**src/rtl/riscv_pkg.sv**
```systemverilog
// Shared definitions for the instruction-memory side of the core: default
// geometry (also used by instruction_reader), bytes per instruction word and
// the loader state encoding.
package riscv_pkg;

  localparam int unsigned DefPcSize      = 32;
  localparam int unsigned DefInstrSize   = 32;
  localparam int unsigned DefMaxImemRows = 4096;
  localparam int unsigned DefByteSize    = 8;

  localparam int unsigned BYTES_PER_INSTR = 4;

  typedef enum logic [1:0] {
    StIdle,
    StLoad,
    StDone,
    StErr
  } loader_state_e;

endpackage

```
**src/rtl/imem_loader_byte_assembler.sv**
```systemverilog
// byte_assembler: little-endian staging of stream bytes into one word.
// Ports:
//   clk_i, rst_ni  clock, async active-low reset
//   clear_i        drop any partial word and restart at byte index 0
//   accept_i       a byte is consumed this cycle
//   last_i         accepted byte closes the word early (partial word)
//   byte_i         stream byte
//   complete_o     word_o holds a finished word this cycle (combinational pulse)
//   idx_o          index the next accepted byte lands at
//   word_o         staging word with the current byte merged in
module byte_assembler
  import riscv_pkg::*;
#(
  parameter int unsigned BYTE_SIZE  = DefByteSize,
  parameter int unsigned INSTR_SIZE = DefInstrSize
) (
  input  logic                              clk_i,
  input  logic                              rst_ni,
  input  logic                              clear_i,
  input  logic                              accept_i,
  input  logic                              last_i,
  input  logic [BYTE_SIZE-1:0]              byte_i,
  output logic                              complete_o,
  output logic [$clog2(BYTES_PER_INSTR)-1:0] idx_o,
  output logic [INSTR_SIZE-1:0]             word_o
);

  localparam int unsigned IdxW = $clog2(BYTES_PER_INSTR);

  logic [IdxW-1:0]       idx_q, idx_d;
  logic [INSTR_SIZE-1:0] stage_q, stage_d;

  always_comb begin
    word_o = stage_q;
    for (int unsigned k = 0; k < BYTES_PER_INSTR; k++) begin
      if (idx_q == IdxW'(k)) word_o[k*BYTE_SIZE +: BYTE_SIZE] = byte_i;
    end
    complete_o = accept_i && (last_i || idx_q == IdxW'(BYTES_PER_INSTR - 1));

    stage_d = stage_q;
    idx_d   = idx_q;
    if (clear_i) begin
      stage_d = '0;
      idx_d   = '0;
    end else if (accept_i) begin
      // Staging is zeroed on completion so a short final word has zero upper bytes.
      if (complete_o) begin
        stage_d = '0;
        idx_d   = '0;
      end else begin
        stage_d = word_o;
        idx_d   = idx_q + IdxW'(1);
      end
    end
  end

  always_ff @(posedge clk_i or negedge rst_ni) begin
    if (!rst_ni) begin
      stage_q <= '0;
      idx_q   <= '0;
    end else begin
      stage_q <= stage_d;
      idx_q   <= idx_d;
    end
  end

  assign idx_o = idx_q;

endmodule

```
**src/rtl/imem_loader.sv**
```systemverilog
// imem_loader: assembles a little-endian byte stream into 32-bit words and
// writes them to instruction memory at consecutive word addresses from 0.
// Optional: define IMEM_LOADER_CHECKSUM_EN to add checksum_o (XOR of words written).
// Ports:
//   clk_i, rst_ni       clock, async active-low reset
//   start_i             begin/restart a load (ignored while loading)
//   byte_valid_i/byte_i/last_i  byte stream; last_i marks the final byte
//   byte_ready_o        high while loading
//   imem_we_o/imem_addr_o/imem_wdata_o  one-cycle memory write
//   busy_o/done_o/error_o  state levels
//   num_instr_o         words written so far
module imem_loader
  import riscv_pkg::*;
#(
  parameter int unsigned PC_SIZE       = DefPcSize,
  parameter int unsigned INSTR_SIZE    = DefInstrSize,
  parameter int unsigned MAX_IMEM_ROWS = DefMaxImemRows,
  parameter int unsigned BYTE_SIZE     = DefByteSize
) (
  input  logic                               clk_i,
  input  logic                               rst_ni,
  input  logic                               start_i,
  input  logic                               byte_valid_i,
  input  logic [BYTE_SIZE-1:0]               byte_i,
  input  logic                               last_i,
  output logic                               byte_ready_o,
  output logic                               imem_we_o,
  output logic [PC_SIZE-1:0]                 imem_addr_o,
  output logic [INSTR_SIZE-1:0]              imem_wdata_o,
  output logic                               busy_o,
  output logic                               done_o,
  output logic                               error_o,
`ifdef IMEM_LOADER_CHECKSUM_EN
  output logic [INSTR_SIZE-1:0]              checksum_o,
`endif
  output logic [$clog2(MAX_IMEM_ROWS):0]     num_instr_o
);

  localparam int unsigned RowW = $clog2(MAX_IMEM_ROWS) + 1;
  localparam int unsigned IdxW = $clog2(BYTES_PER_INSTR);

  loader_state_e         state_q;
  logic [RowW-1:0]       row_q;
  logic                  we_q;
  logic [PC_SIZE-1:0]    addr_q;
  logic [INSTR_SIZE-1:0] wdata_q;
`ifdef IMEM_LOADER_CHECKSUM_EN
  logic [INSTR_SIZE-1:0] cks_q;
`endif

  logic                  accept;
  logic                  overflow;
  logic                  restart;
  logic                  word_done;
  logic [IdxW-1:0]       idx;
  logic [INSTR_SIZE-1:0] word;

  assign accept   = byte_valid_i && (state_q == StLoad);
  assign overflow = (row_q == RowW'(MAX_IMEM_ROWS));
  assign restart  = start_i && (state_q != StLoad);

  byte_assembler #(
    .BYTE_SIZE  (BYTE_SIZE),
    .INSTR_SIZE (INSTR_SIZE)
  ) u_asm (
    .clk_i      (clk_i),
    .rst_ni     (rst_ni),
    .clear_i    (restart),
    .accept_i   (accept && !overflow),  // overflowing byte is dropped
    .last_i     (last_i),
    .byte_i     (byte_i),
    .complete_o (word_done),
    .idx_o      (idx),
    .word_o     (word)
  );

  always_ff @(posedge clk_i or negedge rst_ni) begin
    if (!rst_ni) begin
      state_q <= StIdle;
      row_q   <= '0;
      we_q    <= 1'b0;
      addr_q  <= '0;
      wdata_q <= '0;
`ifdef IMEM_LOADER_CHECKSUM_EN
      cks_q   <= '0;
`endif
    end else begin
      we_q <= 1'b0;
      case (state_q)
        StIdle, StDone, StErr: begin
          if (start_i) begin
            state_q <= StLoad;
            row_q   <= '0;
`ifdef IMEM_LOADER_CHECKSUM_EN
            cks_q   <= '0;
`endif
          end
        end
        StLoad: begin
          if (accept) begin
            if (overflow) begin
              state_q <= StErr;
            end else begin
              if (word_done) begin
                // Row advances at the completing edge; the strobe follows in the next cycle.
                we_q    <= 1'b1;
                addr_q  <= PC_SIZE'({row_q, 2'b00});
                wdata_q <= word;
                row_q   <= row_q + RowW'(1);
`ifdef IMEM_LOADER_CHECKSUM_EN
                cks_q   <= cks_q ^ word;
`endif
              end
              if (last_i) begin
                state_q <= (idx == IdxW'(BYTES_PER_INSTR - 1)) ? StDone : StErr;
              end
            end
          end
        end
        default: state_q <= StIdle;
      endcase
    end
  end

  assign byte_ready_o = (state_q == StLoad);
  assign busy_o       = (state_q == StLoad);
  assign done_o       = (state_q == StDone);
  assign error_o      = (state_q == StErr);
  assign imem_we_o    = we_q;
  assign imem_addr_o  = addr_q;
  assign imem_wdata_o = wdata_q;
  assign num_instr_o  = row_q;
`ifdef IMEM_LOADER_CHECKSUM_EN
  assign checksum_o   = cks_q;
`endif

endmodule

```
**config.mk**
```make
export PLATFORM = sky130hd
export DESIGN_NAME = imem_loader
export DESIGN_NICKNAME = d
export VERILOG_FILES = /design/src/rtl/riscv_pkg.sv /design/src/rtl/imem_loader_byte_assembler.sv /design/src/rtl/imem_loader.sv
export SDC_FILE = /design/constraint.sdc
export NUM_CORES = 1
export LEC_CHECK = 0
export ABC_AREA = 1
export BUFFER_PORTS_ARGS = -buffer_cell sky130_fd_sc_hd__buf_2
export CAP_MARGIN = 20
export CORE_UTILIZATION = 50
export DETAILED_ROUTE_END_ITERATION = 10
export GPL_ROUTABILITY_DRIVEN = 0
export HOLD_SLACK_MARGIN = 0.15
export PLACE_DENSITY = 0.75
export SYNTH_ARGS = -nofsm -noshare
export SYNTH_HDL_FRONTEND = slang
export SYNTH_SLANG_ARGS = --single-unit
export TNS_END_PERCENT = 5
```
**constraint.sdc**
```tcl
create_clock -name clk_i -period 1.55 [get_ports clk_i]
set_input_delay 0.31 -clock clk_i [delete_from_list [all_inputs] [get_ports clk_i]]
set_output_delay 0.31 -clock clk_i [all_outputs]
set_load 0.05 [all_outputs]
```
==> out/results.tsv <==
stage	metric	value	unit
outcome	run_status	finished with violations	
outcome	violations	setup timing	
layout	finalNetCount	735	
layout	syn2layout_area_growth	30.9	%
setup_path	crit_arrival	1.97	ns
yosys	yosysWarningCount	0	
clocking	cts_made_buffers	9	
global_routing	antenna_found_initial	0	
layout	diodes	0	
timing	clock.fmax	0.597	GHz
job	drv_cap	0	
drt	wl	13400	um
yosys	async_flop_share	100	%
placed_design	numPlacedInstances	796	
yosys	ys_seq_area_share	50.3	%
clocking	path_clk_slew	0.10	ns
clocking	cts_sinks	95	
timing	skew	0.0112	ns
clocking	cts.htree.levels	3	
yosys	synth-edff-count	0	
timing	hold_viol	0	
timing	setup_ws	-0.125	ns
yosys	ys.flop_type	dfrtp_1	
setup_path	path_class	reg -> reg	
yosys	synth.distinct_cells	28	
timing	slew_violations	0	
setup_path	cp-start-kind	flop	
clocking	cts_tree	yes	
setup_path	r2r-start	num_instr_o[1]	
global_routing	grt_pass1_wl	20800	um
yosys	syn_area_per_cell	7.80	um2
drt	route.detailed.drc	0	
placed_design	hpwl	8100	um
yosys	yosys_register_bits	95	
layout	drive_gt1_share	29.7	%
min_path	hold_path_class	in -> reg	
yosys	synth_area	4730	um2
timing	finalSetupViolCount	96	
yosys	synthCells	606	
setup_path	reg2reg_slack	-0.12	ns
drt	avgRoutedWirePerCell	16.1	um
global_routing	grt.overflow.total	0	
clocking	clkLatencyLatePin	0.37	ns
floorplanning	dieHeight	99.2	um
global_routing	grt_pass1_vias	4299	
layout	fin_cells	832	
timing	fin_crit	1.67	ns
setup_path	endpoint_kind	flop	
placed_design	numPortBuffers	75	
drt	via_per_inst	5.50	
floorplanning	start_util	51.4	%
floorplanning	core	9200	um2
power_and_ir_drop	peakVddDrop	0.910	mV
floorplanning	die_w	99.2	um
clocking	clk_path_buf_depth	2	
layout	regArea	2390	um2
timing	rsz0062_at_grt	yes	
floorplanning	ios	95	
drt	ant_nets	0	
global_routing	grt_util_all_layers	27.4	%
floorplanning	die_area	9850	um2
setup_path	worst-r2r-cell-count	11	
timing	fin_crit_sh	108	%
drt	vias	4575	
floorplanning	row_count	35	
min_path	hp-start	start_i	
power_and_ir_drop	p_per_area	1460	nW/um2
layout	multi_input_area	2180	um2
min_path	hold_path_depth	3	
setup_path	worst_r2r_endpoint	imem_wdata_o[18]	
power_and_ir_drop	leakage	3.32	nW
setup_path	crit_fanout	8	
drt	drt_iter0_markers	424	
power_and_ir_drop	total_power	0.00903	W
global_routing	grt_start_max_net_pins	36	
drt	dr.pass1.iters	6	
layout	n_fill_cell	743	
setup_path	cp_data_required_time	1.85	ns
min_path	hold-path-endpoint	state_q[0]	
clocking	clk_root_buffer_cell	clkbuf_8	
## through the flow
| stage | hold WS [ns] | TNS (ns) | util (%) | setup WS, ns | cell area [um2] |
|---|---|---|---|---|---|
| 2_1_floorplan | 0.0144 | -2.26 | - | -0.0555 | 4940 |
| 3_3_place_gp | 0.262 | -5.00 | 59.5 | -0.131 | 5470 |
| 3_5_place_dp | 0.270 | -8.03 | 59.5 | -0.203 | 5470 |
| 4_1_cts | 0.168 | -2.00 | 65.5 | -0.0669 | 6020 |
| 5_1_grt | 0.221 | -11.09 | 67.3 | -0.172 | 6190 |
| 6_report | 0.214 | -5.82 | 67.3 | -0.125 | 6190 |
## synth_stat cells, types with 6 or more instances
master / n / area share (%)
nand2_1: 229 / 18
dfrtp_1: 95 / 50
nor2_1: 57 / 4.5
o21ai_0: 48 / 5.1
nand3_1: 37 / 3.9
inv_1: 29 / 2.3
buf_4: 27 / 4.3
nand4_1: 18 / 2.4
a21oi_1: 14 / 1.5
clkbuf_1: 11 / 0.87
buf_2: 9 / 0.95
ha_1: 6 / 1.6
## layout by cell type, fill, tap and decap left out, drive strengths merged, types with 2 or more instances in the layout
| cell | instances |
|---|---|
| and3 | 2 |
| clkbuf | 13 |
| clkinv | 2 |
| nand2 | 230 |
| nor2 | 62 |
| a21oi | 16 |
| o21ai | 49 |
| nand4 | 18 |
| nand3 | 38 |
| xor2 | 3 |
| nor3 | 2 |
| ha | 6 |
| inv | 32 |
| dfrtp | 95 |
| buf | 128 |
| conb | 19 |
## final cells by class
type	instances	area share, %
sequential	95	38.7
multi-input combinational	448	35.2
timing repair buffer	132	18.4
tap	111	2.24
clock buffer	10	2.22
inverter	30	2.00
clock inverter	6	1.19
## power breakdown
part           internal [W]  leakage [nW]  total (W)  switching, W
sequential          0.00295          1.26    0.00323      0.000279
combinational       0.00125          1.95    0.00404       0.00279
clock              0.000814         0.108    0.00176      0.000946
total               0.00501          3.32    0.00903       0.00401
## critical path, cell delays in order (launching register included)
cell	delay, ns
dfrtp_2	0.42
inv_2	0.08
ha_4	0.15
nand2_4	0.05
nor2_4	0.09
buf_6	0.11
nand2_4	0.07
nand3_4	0.14
buf_12	0.20
clkbuf_16	0.17
nand2_1	0.04
o21ai_1	0.08
## layer usage
| metal | share of wire (%) | wire (um) | up-vias | track usage (%) |
|---|---|---|---|---|
| li1 | - | - | 2113 | - |
| met1 | 39 | 5160 | 2199 | 33.5 |
| met2 | 51 | 6790 | 224 | 46.7 |
| met3 | 7.2 | 965 | 39 | 4.50 |
| met4 | 3.6 | 484 | 0 | 14.0 |
| met5 | 0 | 0 | - | 0 |
## worst max-delay path by stage
| stage | start | endpoint | slack, ns | cells past startpoint |
|---|---|---|---|---|
| 2_1_floorplan | num_instr_o[0] | num_instr_o[10] | -0.06 | 10 |
| 3_5_place_dp | num_instr_o[11] | u_asm.stage_q[21] | -0.20 | 7 |
| 5_1_grt | num_instr_o[1] | imem_wdata_o[18] | -0.17 | 11 |
| 6_report | num_instr_o[1] | imem_wdata_o[18] | -0.12 | 11 |
| 4_1_cts | num_instr_o[0] | imem_wdata_o[28] | -0.07 | 12 |
| 3_3_place_gp | num_instr_o[11] | u_asm.stage_q[25] | -0.13 | 7 |
## state kept, by name, summed over array words and instances (netlist names)
name           count
imem_wdata_o      32
u_asm.stage_q     32
imem_addr_o       13
num_instr_o       13
state_q            2
u_asm.idx_o        2
imem_we_o          1
## cell families after synthesis
kind of cell    Yosys count  share of synthesized area (%)
compound gates           66                           7.17
other cells               1                         0.0793
simple gates            353                           30.9
buf+inv                  82                           9.37
fa+ha+maj                 6                           1.59
flops                    95                           50.3
xor+xnor                  3                          0.556
## what timing repair did
item | 4_1_cts | 5_1_grt
hold endpoints to repair | 24 | 0
buffers inserted | 9 | 4
setup endpoints to repair | 96 | 97
pin swaps | 19 | 17
hold buffers | 1 | 0
gates cloned | 5 | 2
gates resized for setup | 36 | 54
Power figures use the tool's default switching activity.
